$ cat src/rtl/instr_defs_pkg.sv
// Shared decode-stage types: register addresses, the scoreboard vector and
// the issue FSM states.
package instr_defs;

  localparam int NUM_REGS = 32;

  typedef logic [4:0]          reg_addr_t;
  typedef logic [NUM_REGS-1:0] scoreboard_t;

  typedef enum logic {
    RUN   = 1'b0,
    FLUSH = 1'b1
  } issue_fsm_e;

  function automatic scoreboard_t reg_onehot(input reg_addr_t addr);
    scoreboard_t oh;
    oh       = '0;
    oh[addr] = 1'b1;
    return oh;
  endfunction

endpackage

$ cat src/rtl/id_scoreboard.sv
// Busy-register scoreboard for in-flight loads, with same-cycle writeback
// bypass and a count of outstanding loads.
module id_scoreboard
  import instr_defs::*;
#(
  parameter int MAX_OUTSTANDING = 4
) (
  input  logic                                 clk,
  input  logic                                 rst_n,
  input  logic                                 load_issue,
  input  reg_addr_t                            load_rd,
  input  logic                                 wb_valid,
  input  reg_addr_t                            wb_rd_addr,
  output scoreboard_t                          busy,
  output scoreboard_t                          eb,
  output logic [$clog2(MAX_OUTSTANDING+1)-1:0] outstanding,
  output logic                                 full
);

  localparam int CW = $clog2(MAX_OUTSTANDING + 1);

  scoreboard_t clr;
  scoreboard_t set;
  logic        dec;

  always_comb begin
    clr   = wb_valid ? reg_onehot(wb_rd_addr) : '0;
    set   = (load_issue && (load_rd != '0)) ? reg_onehot(load_rd) : '0;
    dec   = wb_valid && (outstanding != '0);
    eb    = busy & ~clr;
    eb[0] = 1'b0;
    full  = (outstanding == CW'(MAX_OUTSTANDING));
  end

  // Clear is applied before set so a same-cycle set of the same register wins.
  always_ff @(posedge clk or negedge rst_n) begin
    if (!rst_n) begin
      busy        <= '0;
      outstanding <= '0;
    end else begin
      busy <= (busy & ~clr) | set;
      case ({load_issue, dec})
        2'b10:   outstanding <= outstanding + CW'(1);
        2'b01:   outstanding <= outstanding - CW'(1);
        default: outstanding <= outstanding;
      endcase
    end
  end

  // A writeback with nothing in flight points at a broken memory pipeline.
  a_no_wb_underflow: assert property (
    @(posedge clk) disable iff (!rst_n) !(wb_valid && (outstanding == '0))
  );

endmodule

$ cat src/rtl/id_issue_ctl.sv
// D1->E issue/stall controller: hazard detection against the load scoreboard,
// flush bubble sequencing and a saturating stall counter.
module id_issue_ctl
  import instr_defs::*;
#(
  parameter int MAX_OUTSTANDING = 4,
  parameter int FLUSH_CYCLES    = 1
) (
  input  logic                                 clk,
  input  logic                                 rst_n,
  input  logic                                 valid_d1,
  input  logic                                 rs1_en_d1,
  input  logic                                 rs2_en_d1,
  input  reg_addr_t                            rs1_addr_d1,
  input  reg_addr_t                            rs2_addr_d1,
  input  logic                                 rd_en_d1,
  input  reg_addr_t                            rd_addr_d1,
  input  logic                                 load_d1,
  input  logic                                 ready_e,
  input  logic                                 flush,
  input  logic                                 wb_valid,
  input  reg_addr_t                            wb_rd_addr,
  output logic                                 issue_e,
  output logic                                 kill_e,
  output logic                                 stall_d1,
  output scoreboard_t                          busy_o,
  output logic [$clog2(MAX_OUTSTANDING+1)-1:0] outstanding_o,
  output logic [31:0]                          stall_cnt_o
);

  localparam logic [2:0] FLUSH_RELOAD = 3'(FLUSH_CYCLES - 1);

  issue_fsm_e  state;
  issue_fsm_e  state_next;
  logic [2:0]  flush_cnt;
  logic [2:0]  flush_cnt_next;
  scoreboard_t eb;
  logic        full;
  logic        hazard;
  logic        load_issue;

  assign load_issue = issue_e & load_d1 & rd_en_d1;

  id_scoreboard #(
    .MAX_OUTSTANDING(MAX_OUTSTANDING)
  ) u_scoreboard (
    .clk        (clk),
    .rst_n      (rst_n),
    .load_issue (load_issue),
    .load_rd    (rd_addr_d1),
    .wb_valid   (wb_valid),
    .wb_rd_addr (wb_rd_addr),
    .busy       (busy_o),
    .eb         (eb),
    .outstanding(outstanding_o),
    .full       (full)
  );

  // A writeback this cycle frees a slot, so a full tracker does not block it.
  always_comb begin
    hazard = (rs1_en_d1 & eb[rs1_addr_d1])
           | (rs2_en_d1 & eb[rs2_addr_d1])
           | (rd_en_d1  & eb[rd_addr_d1])
           | (load_d1 & full & ~wb_valid);
  end

  always_ff @(posedge clk or negedge rst_n) begin
    if (!rst_n) begin
      state     <= RUN;
      flush_cnt <= '0;
    end else begin
      state     <= state_next;
      flush_cnt <= flush_cnt_next;
    end
  end

  always_comb begin
    state_next     = state;
    flush_cnt_next = flush_cnt;
    if (flush) begin
      if (FLUSH_CYCLES > 1) begin
        state_next     = FLUSH;
        flush_cnt_next = FLUSH_RELOAD;
      end else begin
        state_next = RUN;
      end
    end else if (state == FLUSH) begin
      flush_cnt_next = flush_cnt - 3'd1;
      if (flush_cnt <= 3'd1) begin
        state_next = RUN;
      end
    end
  end

  // A stall with E ready still has to bubble E, otherwise E would re-execute.
  always_comb begin
    issue_e  = 1'b0;
    kill_e   = 1'b0;
    stall_d1 = 1'b0;
    if (!rst_n) begin
      kill_e = 1'b1;
    end else if (flush || (state == FLUSH)) begin
      kill_e = 1'b1;
    end else if (valid_d1 && !hazard && ready_e) begin
      issue_e = 1'b1;
    end else if (valid_d1) begin
      stall_d1 = 1'b1;
      kill_e   = ready_e;
    end else begin
      kill_e = 1'b1;
    end
  end

  always_ff @(posedge clk or negedge rst_n) begin
    if (!rst_n) begin
      stall_cnt_o <= '0;
    end else if (stall_d1 && (stall_cnt_o != 32'hFFFF_FFFF)) begin
      stall_cnt_o <= stall_cnt_o + 32'd1;
    end
  end

endmodule

$ cat config.mk
export PLATFORM = sky130hd
export DESIGN_NAME = id_issue_ctl
export DESIGN_NICKNAME = d
export VERILOG_FILES = /design/src/rtl/instr_defs_pkg.sv /design/src/rtl/id_scoreboard.sv /design/src/rtl/id_issue_ctl.sv
export SDC_FILE = /design/constraint.sdc
export NUM_CORES = 1
export LEC_CHECK = 0
export CAP_MARGIN = 20
export CORE_ASPECT_RATIO = 0.9
export CORE_MARGIN = 4
export CORE_UTILIZATION = 25
export DETAILED_ROUTE_END_ITERATION = 10
export GPL_TIMING_DRIVEN = 0
export PLACE_DENSITY_LB_ADDON = 0.1
export SLEW_MARGIN = 15
export SYNTH_ARGS = -nofsm -noshare
export SYNTH_HDL_FRONTEND = slang
export SYNTH_SLANG_ARGS = --single-unit
$ cat constraint.sdc
create_clock -name clk -period 4.1 [get_ports clk]
set_input_delay 0.82 -clock clk [delete_from_list [all_inputs] [get_ports clk]]
set_output_delay 0.82 -clock clk [all_outputs]
set_load 0.01 [all_outputs]
# Yosys cells after proc, flatten, opt, wreduce, memory -nomap -nowiden
# Cells that the tools add are included.
# totals
input_bits	30
output_inout_bits	70
reg_bits	71
# op_classes
n_lt_le_gt_ge	7
n_eq_ne	4
add_sub_neg	4
n_bitwise	15
reduce_logical	13
muxes	27
# ops
operator	count
32-bit two-way mux	2
32-bit by 1-bit adder with 32-bit output (second input constant)	1
32-bit bitwise AND	1
32-bit inequality test (second input constant)	1
32-bit NOT	1
32-bit bitwise OR	1
5-bit by 6-bit < comparator with 1-bit output (second input constant)	4
1-bit two-way mux	19
1-bit binary-select mux with 5-bit select	3
1-bit demux with 5-bit select	2
5-bit by 1-bit >= comparator with 1-bit output (second input constant)	2
1-bit bitwise AND	7
1-bit logical AND	7
3-bit case mux with 2 select lines	1
3-bit by 1-bit subtractor with 3-bit output (second input constant)	2
5-bit nonzero test	1
3-bit by 1-bit adder with 3-bit output (second input constant)	1
3-bit equality test (second input constant)	1
3-bit by 1-bit <= comparator with 1-bit output (second input constant)	1
1-bit bitwise OR	3
3-bit nonzero test	1
2-bit by 1-bit equality test with 1-bit output (second input constant)	1
2-bit equality test (second input constant)	1
1-bit NOT	2
other kinds (4)	4

# Logic depth before layout (Yosys ltp)
# Gate-level depths: netlist of run 1.
# logic_depth
ltp_word	24
depth_mapped	16

# Hierarchy
# From an unflattened synthesis of run 1, not the netlist that was laid out.
# hier_totals
hier_cells	392
area_unflattened_um2	4375.4
# by_module_without_submodules
mod	cells_each	seq_area_each_um2	area_per_inst_um2	instances
id_issue_ctl	255	900.9	2738.9	1
id_scoreboard	137	875.8	1636.6	1

# Least setup slack after synthesis of run 1
# No wires, ideal clock.
# synth_path
path_type	input to output
startpoint	input port wb_valid
endpoint	output port stall_d1
setup_slack_ns	0.379
t_arrival_ns	2.901
path_stages	11
path_cell_list	buf_2 > or4b_4 > o21ai_2 > nand2_1 > a32oi_1 > a211oi_1 > a2111oi_4 > and3_1 > buf_4 > buf_6 > nor2_1
# synth_between
elab_chain_len	15
elab_cells_between_ends	23
cone_classes	10 x mux; 10 x bitwise; 3 x reduce/logical
# synth_rtl
element	line	rtl
start, declared	id_issue_ctl.sv:21	input logic wb_valid,
32-bit two-way mux	id_scoreboard.sv:27	clr = wb_valid ? reg_onehot(wb_rd_addr) : '0;
32-bit NOT	id_scoreboard.sv:30	eb = busy & ~clr;
32-bit bitwise AND	id_scoreboard.sv:30	
1-bit binary-select mux with 5-bit select, on equally long branches	id_issue_ctl.sv:61, id_issue_ctl.sv:62	
1-bit two-way mux, on equally long branches	id_issue_ctl.sv:61, id_issue_ctl.sv:62	
1-bit bitwise AND, on equally long branches	id_issue_ctl.sv:61, id_issue_ctl.sv:62	
1-bit bitwise OR	id_issue_ctl.sv:62	| (rs2_en_d1 & eb[rs2_addr_d1])
1-bit bitwise OR	id_issue_ctl.sv:63	| (rd_en_d1 & eb[rd_addr_d1])
1-bit bitwise OR *	id_issue_ctl.sv:64	| (load_d1 & full & ~wb_valid);
1-bit zero test *	id_issue_ctl.sv:104	end else if (valid_d1 && !hazard && ready_e) begin
1-bit logical AND * (2 in series)	id_issue_ctl.sv:104	
1-bit two-way mux *	id_issue_ctl.sv:104	
1-bit two-way mux *	id_issue_ctl.sv:102	end else if (flush || (state == FLUSH)) begin
1-bit two-way mux *	id_issue_ctl.sv:100	if (!rst_n) begin
end, declared	id_issue_ctl.sv:25	output logic stall_d1,
# Every way passes the cells marked *; elsewhere a longest branch is shown, timed or not. The select of a mux whose other input is x is not followed.

# Final worst setup path of run 1
# layout_path
startpoint	input port wb_rd_addr[1]
endpoint	output port issue_e
# layout_between
elab_chain_len	19
elab_cells_between_ends	26
cone_classes	2 x order compare; 12 x mux; 8 x bitwise; 4 x reduce/logical
# layout_rtl
element	line	rtl
start, declared	id_issue_ctl.sv:22	input reg_addr_t wb_rd_addr,
5-bit by 6-bit < comparator with 1-bit output (implied by the code) / 5-bit by 1-bit >= comparator with 1-bit output (equally long branches)	instr_defs_pkg.sv:18	oh[addr] = 1'b1;
1-bit logical AND (implied by the code)	instr_defs_pkg.sv:18	
1-bit two-way mux (implied by the code)	instr_defs_pkg.sv:18	
1-bit demux with 5-bit select *	-	
32-bit two-way mux *	id_scoreboard.sv:27	
32-bit NOT *	id_scoreboard.sv:30	
32-bit bitwise AND *	id_scoreboard.sv:30	
1-bit binary-select mux with 5-bit select, on equally long branches	id_issue_ctl.sv:61, id_issue_ctl.sv:62	
[... 2 more ...]	-	
1-bit bitwise OR	id_issue_ctl.sv:62	
1-bit bitwise OR *	id_issue_ctl.sv:63	
1-bit bitwise OR *	id_issue_ctl.sv:64	
1-bit zero test *	id_issue_ctl.sv:104	
1-bit logical AND * (2 in series)	id_issue_ctl.sv:104	
1-bit two-way mux *	id_issue_ctl.sv:104	
1-bit two-way mux *	id_issue_ctl.sv:102	
1-bit two-way mux *	id_issue_ctl.sv:100	
end, declared	id_issue_ctl.sv:23	output logic issue_e,
# Marked as above.

==> run metrics, run 1 <==
die width=147.3 µm; Final Wtd Congestion=0.9455; crit-path cells=buf_4 -> or4b_4 -> o21ai_4 -> a32oi_1 -> nand4_1 -> a211oi_2 -> a2111oi_4 -> nand3_1 -> buf_4 -> nor2_4 -> buf_6; P&R area growth vs syn=48.12%; WS Path Type=in -> out; DRT Pass-1 Iters=6; layout cell share with drive strength beyond 1=18.70%; Fillers=1757; WHS=0.4484 ns; minimum clock period=3.995 ns; maximum VDD drop=0.2546 mV; worst r2r path cells=14; first-pass GRT wire length=26360 µm; number of synthesized flops with an enable pin=0; number of global-route vias before repair=4387; WP data arrival=3.17 ns; Worst path most repeated cell=buf_4; GR Overflow Total=0; register share of total power=37.6%; initial antenna violation count=0; routed via count=4459; YS warnings=0; Synth Register Bits=71; Site Rows=45; Clock Sinks=71; leakage=2.564 nW; slowest stage delay, CP=0.59 ns; Comb pwr share=21.6%; final-report setup violation count=0; Core Area=0.01700 mm²; most frequent cells in the layout=82 x clkdlybuf4s50_1, 71 x dfrtp_1, 42 x nand3_1, 42 x nand2_1, 34 x o21ai_1; dpl cell area=0.005625 mm²; Internal Power=1.517 mW; commonest non-fill, non-tap cell in the layout=clkdlybuf4s50_1; Finished Cell Area=0.006462 mm²; syn_nets=526; slew of the pin with the lowest slew margin=0.6955 ns; switching power=0.6436 mW; Critical path buffers and inverters=3; Final ANT Viol Nets=0; Final Skew=0.004299 ns; CTS tree=yes; CP startpoint kind=input pin; PD cells=334.4 mW/mm²; count of final hold-check violations=0; Inserted Clock Buffers=9; Clk pwr share=40.8%; Worst-path clk slew=0.06 ns; HPWL Detailed=12960 µm; CP startpoint=wb_rd_addr[1]; CP max stage cell=or4b_4; end point of the critical path=issue_e; Synth Instances=491; die area=0.01963 mm²; mapped cell area=0.004363 mm²; clk buf depth=2; drt total wl=17230 µm; # IOs=100; Reg-to-Reg End=u_scoreboard.outstanding[2]$_DFFE_PN0P_; fin crit share=97.43%; initial core utilization=25.66%; critical path depth=11; Worst R2R Start=u_scoreboard.busy[2]$_DFF_PN0_; Vias/cell=5.246; pre-CTS setup slack=-1.301 ns; Max Fclk=0.2503 GHz; DIE HEIGHT=133.3 µm; worst reg2reg setup slack=1.10 ns; H-tree Lvls=3; outcome=finished clean; setup ws final=0.1054 ns; ys flop type=dfrtp_1; drc violations=0; GRT Total Usage=17.27%; Post-Syn Area per Cell=8.886 µm²; root buf cell=clkbuf_16; # nets final=645; Req. time, crit path=3.28 ns; initial DRC count=388; clock insertion delay at the later pin of the skew report=0.35 ns; IO Port Bufs=95; crit-path max FO=8; Crit. End Element=output pin; worst-case headroom to the max-slew limit=53.46%; Slew Limit Fails=0; Total Power=2.161 mW; MaxCap Viol Count=0; largest net degree at the start of global routing=39; worst min-delay path class=in -> async; Antenna Cells=0; post-synthesis sequential area ratio=40.72%; FFs w/ async S/R, synth=100.0%; Routed WL per cell=20.27 µm; Crit path max-delay family=simple AND/OR/NAND/NOR gates; Cell variety after synth=64; Sw Ratio=29.78%
-- cell usage after synthesis, drive strengths merged (2+ instances only) --
cell	n	area share, %
o21a	2	0.34
nand4bb	2	0.52
nor3	19	2.2
nand4	16	2.3
nor2b	7	1.0
a32oi	3	0.60
nand2	44	3.8
nor4	12	2.0
mux2i	10	2.3
inv	11	0.95
mux2	4	1.0
and4	5	1.0
or3b	2	0.40
nand4b	4	0.80
a2111oi	3	1.2
buf	8	1.2
nand3b	7	1.3
clkbuf	12	1.0
a21oi	4	0.46
ha	4	1.1
o21ai	60	7.1
o41ai	2	0.40
and3	14	2.0
a221oi	2	0.40
xor2	19	3.8
a22oi	8	1.4
xnor2	16	3.2
o31ai	6	1.0
a211oi	5	0.86
dfrtp	71	41
nand3	43	5.0
a311oi	2	0.40
nor3b	2	0.34
nor2	35	3.0
nand2b	10	1.4
-- stage by stage --
step | std cells | TNS (ns) | utilization [%]
2_1_floorplan | 491 | 0 | -
5_1_grt | 850 | -0.03524 | 38.01
6_report | 850 | 0 | 38.01
3_5_place_dp | 822 | -26.28 | 33.08
4_1_cts | 846 | 0 | 37.40
3_3_place_gp | 821 | -143.07 | 32.98
-- worst min-delay path by stage --
stage | from | endpoint | slack [ns]
6_report | rst_n | u_scoreboard.busy[9]$_DFF_PN0_ | 0.45
3_5_place_dp | stall_cnt_o[5]$_DFFE_PN0P_ | stall_cnt_o[5]$_DFFE_PN0P_ | 0.48
5_1_grt | rst_n | u_scoreboard.busy[9]$_DFF_PN0_ | 0.49
3_3_place_gp | flush_cnt[2]$_DFFE_PN0P_ | flush_cnt[2]$_DFFE_PN0P_ | 0.46
2_1_floorplan | flush_cnt[2]$_DFFE_PN0P_ | flush_cnt[2]$_DFFE_PN0P_ | 0.45
4_1_cts | rst_n | u_scoreboard.busy[9]$_DFF_PN0_ | 0.46
-- what timing repair did --
item / CTS / global route
pin swaps: 17 / 12
resized for setup: 115 / 28
hold endpoints to repair: 0 / 0
setup buffers: 10 / 4
hold buffers: 0 / 0
setup endpoints to repair: 32 / 3
-- registers in the layout (all words and copies together), names as in the netlist --
name and cells:
flush_cnt 3, stall_cnt_o 32, state 1, u_scoreboard.busy 32
u_scoreboard.outstanding 3
-- per-layer routing --
layer	vias up	wire length [µm]	track usage, %
met5	-	0	0
met4	0	180	3.830
met3	19	1016	4.422
met2	142	7449	24.82
met1	2218	8581	25.95
li1	2080	-	-
-- cell type report --
cell class | count | area (µm²) | area share, %
plain buffers | 18 | 131.4 | 2.033
multi-input cells | 388 | 2823 | 43.68
flip-flops and latches | 71 | 1777 | 27.49
repair buffers | 110 | 1064 | 16.46
clock inverters | 5 | 81.33 | 1.258
inverters | 12 | 50.05 | 0.7744
well taps | 235 | 294.0 | 4.550
clock buffers | 11 | 242.7 | 3.756
-- worst reg2reg max path: stages (launching register included) --
cell       delay, ns
dfrtp_1         0.42
o21ai_4         0.09
buf_4           0.16
o41ai_2         0.22
a31oi_1         0.09
a211oi_2        0.39
a2111oi_4       0.14
and4_1          0.27
inv_1           0.10
ha_1            0.19
inv_1           0.06
fa_1            0.37
xor2_1          0.15
nor2_1          0.11
xor2_1          0.15
-- cell families after synthesis --
| family | share of synthesized area, % |
|---|---|
| and+or+nand+nor | 28.53 |
| AOI/OAI and AO/OA | 15.54 |
| DFF | 40.72 |
| xor gates and xnor gates | 7.026 |
| buffers and inverters | 3.240 |
| muxes | 3.327 |
| adders and majority gates | 1.606 |
-- power by group through the flow --
stage          clock network (mW)  logic (mW)  registers [mW]
2_1_floorplan                   0       0.193           0.830
3_3_place_gp                    0       0.420           0.823
3_5_place_dp                    0       0.424           0.825
4_1_cts                     0.905       0.458           0.814
5_1_grt                     0.923       0.508           0.822
6_report                    0.882       0.467           0.812
Note: power is estimated with default switching activity, not from simulation.
==> run 2, diff against run 1 <==
--- a/config.mk
+++ b/config.mk
@@ -7,7 +7,7 @@
 export LEC_CHECK = 0
 export CAP_MARGIN = 20
 export CORE_ASPECT_RATIO = 0.9
-export CORE_MARGIN = 4
+export CORE_MARGIN = 3
 export CORE_UTILIZATION = 25
 export DETAILED_ROUTE_END_ITERATION = 10
 export GPL_TIMING_DRIVEN = 0
==> run metrics, run 2 (synthesis gave the netlist of run 1 again) <==
Inserted Clock Buffers=9 (unchanged); Clock Sinks=71 (unchanged); IO Port Bufs=95 (unchanged); Final ANT Viol Nets=0 (unchanged); layout cell share with drive strength beyond 1=17.68% (-1.0 points); H-tree Lvls=3 (unchanged); Req. time, crit path=3.28 ns (about the same); Worst R2R Start=u_scoreboard.busy[2]$_DFF_PN0_; critical path depth=11 (unchanged); Crit path max-delay family=simple AND/OR/NAND/NOR gates; WP data arrival=3.15 ns (-0.02 ns); biggest regs=stall_cnt_o: 32 flops, u_scoreboard.busy: 32 flops; Comb pwr share=21.2% (-0.4 points); drt total wl=16580 µm (-3.7%); Critical path buffers and inverters=3 (unchanged); Finished Cell Area=0.006404 mm² (-0.91%); initial antenna violation count=0 (unchanged); Reg-to-Reg End=u_scoreboard.outstanding[2]$_DFFE_PN0P_; number of global-route vias before repair=4420 (+0.75%); crit-path max FO=8 (unchanged); Routed WL per cell=19.60 µm (-3.3%); DRT Pass-1 Iters=5 (-1); leakage=2.528 nW (-1.4%); largest net degree at the start of global routing=47 (+21%); maximum VDD drop=0.2172 mV (-15%); Final Skew=0.006038 ns (+0.001739 ns); worst reg2reg setup slack=1.12 ns (+0.02 ns); drc violations=0 (unchanged); TNS Setup=0 ns (unchanged); clk buf depth=2 (unchanged); Slew Limit Fails=0 (unchanged); most frequent cells in the layout=81 x clkdlybuf4s50_1, 71 x dfrtp_1, 42 x nand2_1, 41 x nand3_1, 35 x o21ai_1; GR Overflow Total=0 (unchanged); # nets final=642 (-0.47%); Core Util, Final=37.66% (-0.35 points); final-report setup violation count=0 (unchanged); Final Wtd Congestion=0.9319 (-1.4%); Max Fclk=0.2517 GHz (+0.53%); fin crit share=96.92% (-0.51 points); WS Path Type=in -> out; DIE HEIGHT=131.3 µm (-1.5%); clock insertion delay at the later pin of the skew report=0.34 ns (about the same); GRT Total Usage=17.44% (+0.17 points); Internal Power=1.506 mW (-0.73%); WHS=0.4029 ns (-0.04545 ns); CP startpoint kind=input pin; CP max stage cell=or4b_4; Core Area=0.01700 mm² (unchanged); count of final hold-check violations=0 (unchanged); minimum clock period=3.974 ns (-0.02098 ns); root buf cell=clkbuf_16; Post-CTS Hold Fix Bufs=0 (unchanged); initial DRC count=392 (+1.0%); MaxCap Viol Count=0 (unchanged); Worst path most repeated cell=nor2_1; PD cells=332.2 mW/mm² (-0.67%); Vias/cell=5.228 (-0.34%); Worst-path clk slew=0.06 ns (about the same); worst r2r path cells=14 (unchanged); worst-case headroom to the max-slew limit=57.14% (+3.7 points); outcome=finished clean; slew of the pin with the lowest slew margin=0.6405 ns (-0.05500 ns); initial core utilization=25.66% (unchanged); Sw Ratio=29.18% (-0.60 points); RSZ-0062 raised after global routing=false; end point of the critical path=stall_d1; HPWL Detailed=12680 µm (-2.2%); register share of total power=38.2% (+0.6 points); die area=0.01908 mm² (-2.8%); dpl cell area=0.005633 mm² (+0.13%); Antenna Cells=0 (unchanged); routed via count=4423 (-0.81%); switching power=0.6207 mW (-3.6%); P&R area growth vs syn=46.77%; CTS tree=yes; Crit. End Element=output pin; # IOs=100 (unchanged); commonest non-fill, non-tap cell in the layout=clkdlybuf4s50_1; first-pass GRT wire length=26190 µm (-0.63%); worst min-delay path class=in -> async; CP startpoint=wb_rd_addr[0]; Site Rows=45 (unchanged); slowest stage delay, CP=0.58 ns (about the same); die width=145.3 µm (-1.4%); crit-path cells=buf_6 -> or4b_4 -> buf_4 -> o21ai_4 -> mux2i_1 -> o32ai_1 -> nor2_1 -> nor3_4 -> and3_4 -> nor2_1 -> buf_2; Clk pwr share=40.6% (-0.2 points)
## run 2: cell types whose count changed in the layout (fill, tap and decap cells not counted), sizes merged
cell,previous run,this run
buf,28,24
clkbuf,25,23
clkdlybuf4s15,0,2
clkinv,3,1
clkinvlp,1,3
dlygate4sd2,2,4
clkdlybuf4s50,82,81
dlymetal6s2s,2,1
## run 2: worst reg2reg max path, stage by stage (launching register included)
cell	delay, ns
dfrtp_1	0.42
o21ai_4	0.10
buf_4	0.16
o41ai_2	0.22
a31oi_1	0.09
a211oi_2	0.35
a2111oi_4	0.16
and4_1	0.28
inv_1	0.10
ha_1	0.18
inv_1	0.06
fa_1	0.37
xor2_1	0.15
nor2_1	0.12
xor2_1	0.16
## run 2: final cells by class
class,count,area [µm²]
Clock buffer,10,239.0
Buffer,17,123.9
Fill cell,1749,10600
Sequential cell,71,1777
Timing Repair Buffer,108,1051
Inverter,12,50.05
Tap cell,235,294.0
Clock inverter,5,82.58
Multi-Input combinational cell,388,2786
## run 2: per-layer routing
| layer | part of all wire, % | global-route usage (%) |
|---|---|---|
| met5 | 0 | 0 |
| met4 | 1.7 | 4.641 |
| met3 | 5.4 | 4.138 |
| met2 | 43 | 25.30 |
| met1 | 50 | 25.86 |
## run 2: per-stage QoR
step           setup slack, ns  std cells  power [mW]
6_report                0.1263        846       2.127
3_5_place_dp            -1.278        822       1.247
3_3_place_gp            -1.976        821       1.240
5_1_grt               0.008089        846       2.230
2_1_floorplan           0.3786        491       1.024
4_1_cts                0.01023        842       2.155
## run 2: timing repair
action	4_1_cts	5_1_grt
pin swaps	15	12
buffers inserted	7	5
gates resized for setup	111	28
endpoints found under the setup margin	31	3
## run 2: power groups by stage
| stage | clock, mW | combinational (mW) | sequential [mW] |
|---|---|---|---|
| 4_1_cts | 0.892 | 0.448 | 0.815 |
| 5_1_grt | 0.916 | 0.491 | 0.823 |
| 3_3_place_gp | 0 | 0.416 | 0.824 |
| 2_1_floorplan | 0 | 0.193 | 0.830 |
| 6_report | 0.865 | 0.450 | 0.812 |
| 3_5_place_dp | 0 | 0.422 | 0.825 |
## run 2: how the worst min path moves through the flow
stage	cells after the start	slack, ns	endpoint
6_report	1	0.40	stall_cnt_o[21]$_DFFE_PN0P_
5_1_grt	1	0.42	stall_cnt_o[21]$_DFFE_PN0P_
4_1_cts	1	0.41	stall_cnt_o[21]$_DFFE_PN0P_
3_5_place_dp	1	0.46	flush_cnt[2]$_DFFE_PN0P_
3_3_place_gp	1	0.47	flush_cnt[2]$_DFFE_PN0P_
2_1_floorplan	1	0.45	flush_cnt[2]$_DFFE_PN0P_
==> run 3, diff against run 2 <==
--- a/config.mk
+++ b/config.mk
@@ -8,7 +8,7 @@
 export CAP_MARGIN = 20
 export CORE_ASPECT_RATIO = 0.9
 export CORE_MARGIN = 3
-export CORE_UTILIZATION = 25
+export CORE_UTILIZATION = 51
 export DETAILED_ROUTE_END_ITERATION = 10
 export GPL_TIMING_DRIVEN = 0
 export PLACE_DENSITY_LB_ADDON = 0.1
==> run metrics, run 3 (synthesis gave the netlist of run 1 again) <==
routed via count=4465 (+0.95%); drt total wl=14400 µm (-13%); worst-case headroom to the max-slew limit=55.39% (-1.7 points); die width=103.5 µm (-29%); CTS tree=yes; placed insts=702 (-15%); Slew Limit Fails=0 (unchanged); fin crit share=98.86% (+1.9 points); commonest non-fill, non-tap cell in the layout=clkdlybuf4s50_1; minimum clock period=4.053 ns (+0.07953 ns); outcome=finished clean; Comb pwr share=23.3% (+2.1 points); slew of the pin with the lowest slew margin=0.6666 ns (+0.02611 ns); GRT Total Usage=30.53% (+13 points); CP startpoint kind=input pin; most frequent cells in the layout=84 x clkdlybuf4s50_1, 71 x dfrtp_1, 41 x o21ai_1, 41 x nand3_1, 41 x nand2_1; WHS=0.4008 ns (-0.002099 ns); register share of total power=42.2% (+4.0 points); Internal Power=1.321 mW (-12%); Vias/cell=6.167 (+18%); maximum VDD drop=0.2914 mV (+34%); Req. time, crit path=3.28 ns (about the same); H-tree Lvls=3 (unchanged); clk buf depth=2 (unchanged); WS Path Type=in -> out; worst min-delay path class=in -> async; drc violations=0 (unchanged); Reg-to-Reg End=u_scoreboard.outstanding[2]$_DFFE_PN0P_; largest net degree at the start of global routing=41 (-13%); PD cells=317.9 mW/mm² (-4.3%); initial core utilization=53.31% (+28 points); clock insertion delay at the later pin of the skew report=0.36 ns (+0.02 ns); count of final hold-check violations=0 (unchanged); IO Port Bufs=95 (unchanged); initial antenna violation count=0 (unchanged); Finished Cell Area=0.006033 mm² (-5.8%); Fillers=626 (-64%); MaxCap Viol Count=0 (unchanged); Inserted Clock Buffers=9 (unchanged); # IOs=100 (unchanged); Worst-path clk slew=0.09 ns (+0.03 ns); die area=0.009702 mm² (-49%); DIE HEIGHT=93.75 µm (-29%); fin cells=724 (-14%); Antenna Cells=0 (unchanged); GR Overflow Total=0 (unchanged); Crit. End Element=output pin; Site Rows=31 (-31%); first-pass GRT wire length=22780 µm (-13%); worst reg2reg setup slack=1.07 ns (-0.05 ns); dpl cell area=0.005475 mm² (-2.8%); root buf cell=clkbuf_8; Final ANT Viol Nets=0 (unchanged); DRT Pass-1 Iters=5 (unchanged); Core Area=0.008184 mm² (-52%); TNS Setup=0 ns (unchanged); Max Fclk=0.2467 GHz (-2.0%); Final Wtd Congestion=1.030 (+10%); initial DRC count=399 (+1.8%); crit-path max FO=8 (unchanged); HPWL Detailed=10500 µm (-17%); WP data arrival=3.23 ns (+0.08 ns); Clock Sinks=71 (unchanged); worst r2r path cells=14 (unchanged); number of global-route vias before repair=4241 (-4.0%); layout cell share with drive strength beyond 1=16.42% (-1.3 points); Post-CTS Hold Fix Bufs=0 (unchanged); Clk pwr share=34.4% (-6.2 points); leakage=2.452 nW (-3.0%); switching power=0.5970 mW (-3.8%); P&R area growth vs syn=38.29%; final-report setup violation count=0 (unchanged); Final Skew=0.009124 ns (+0.003086 ns); biggest regs=stall_cnt_o: 32 flops, u_scoreboard.busy: 32 flops; Worst R2R Start=u_scoreboard.busy[15]$_DFF_PN0_; Sw Ratio=31.13% (+2.0 points); Total Power=1.918 mW (-9.8%); Routed WL per cell=19.89 µm (+1.5%); # nets final=639 (-0.47%)
## run 3: cell types whose count changed in the layout (fill, tap and decap cells not counted), moves of 3 or more
| cell | before | now |
|---|---|---|
| dlygate4sd2_1 | 4 | 1 |
| buf_6 | 5 | 2 |
| clkdlybuf4s50_1 | 81 | 84 |
| clkbuf_16 | 9 | 0 |
| clkbuf_8 | 4 | 10 |
| o21ai_4 | 11 | 6 |
| o21ai_1 | 35 | 41 |
| buf_2 | 4 | 7 |
| buf_4 | 14 | 11 |
## run 3: timing repair
item,in CTS,in global routing
buffers inserted,7,1
pin swaps,13,15
cloned,0,0
endpoints found under the setup margin,5,3
hold endpoints to repair,0,0
gates resized for setup,83,31
## run 3: how the worst max path moves through the flow
stage,start,to,slack (ns),cells past startpoint
floorplan,wb_valid,stall_d1,0.38,11
global placement,rst_n,issue_e,-1.70,5
detailed placement,wb_rd_addr[1],stall_d1,-1.08,12
CTS,rs1_addr_d1[0],stall_d1,0.003,11
global route,rs1_addr_d1[0],issue_e,-0.04,11
finish,wb_rd_addr[0],kill_e,0.05,13
## run 3: power groups by stage
stage	clock network, mW	logic, mW	registers, mW
floorplan	0	0.193	0.830
global placement	0	0.400	0.819
detailed placement	0	0.411	0.823
CTS	0.665	0.430	0.810
global route	0.688	0.486	0.817
finish	0.661	0.447	0.810
## run 3: layout make-up
class	count	area, µm²	area share [%]
Sequential cell	71	1777	29.45
Clock buffer	10	137.6	2.281
Clock inverter	6	92.59	1.535
Inverter	12	47.55	0.7881
Buffer	18	107.6	1.783
Multi-Input combinational cell	388	2726	45.19
Timing Repair Buffer	104	1001	16.59
Tap cell	115	143.9	2.385
## run 3: layer usage
layer  part of all wire, %  vias to the layer above  GRT usage, %
li1                      -                     2046             -
met2                    43                      240         42.83
met4                   1.6                        0         8.738
met5                     0                        -             0
met3                    11                       21         7.424
met1                    44                     2158         46.23
## run 3: metrics by stage
stage,setup slack (ns),utilization (%)
4_1_cts,0.002848,72.33
5_1_grt,-0.04245,73.72
3_5_place_dp,-1.075,66.90
6_report,0.04682,73.72
3_3_place_gp,-1.697,66.69
2_1_floorplan,0.3786,-
## run 3: worst max-delay path, stage by stage
cell	delay, ns
buf_4	0.14
or4b_4	0.59
buf_6	0.15
o21ai_4	0.22
mux2i_1	0.12
o31ai_1	0.24
nor3_1	0.10
nor3_2	0.29
buf_4	0.19
nand3_4	0.08
nand2_2	0.08
nand2_1	0.06
buf_2	0.14
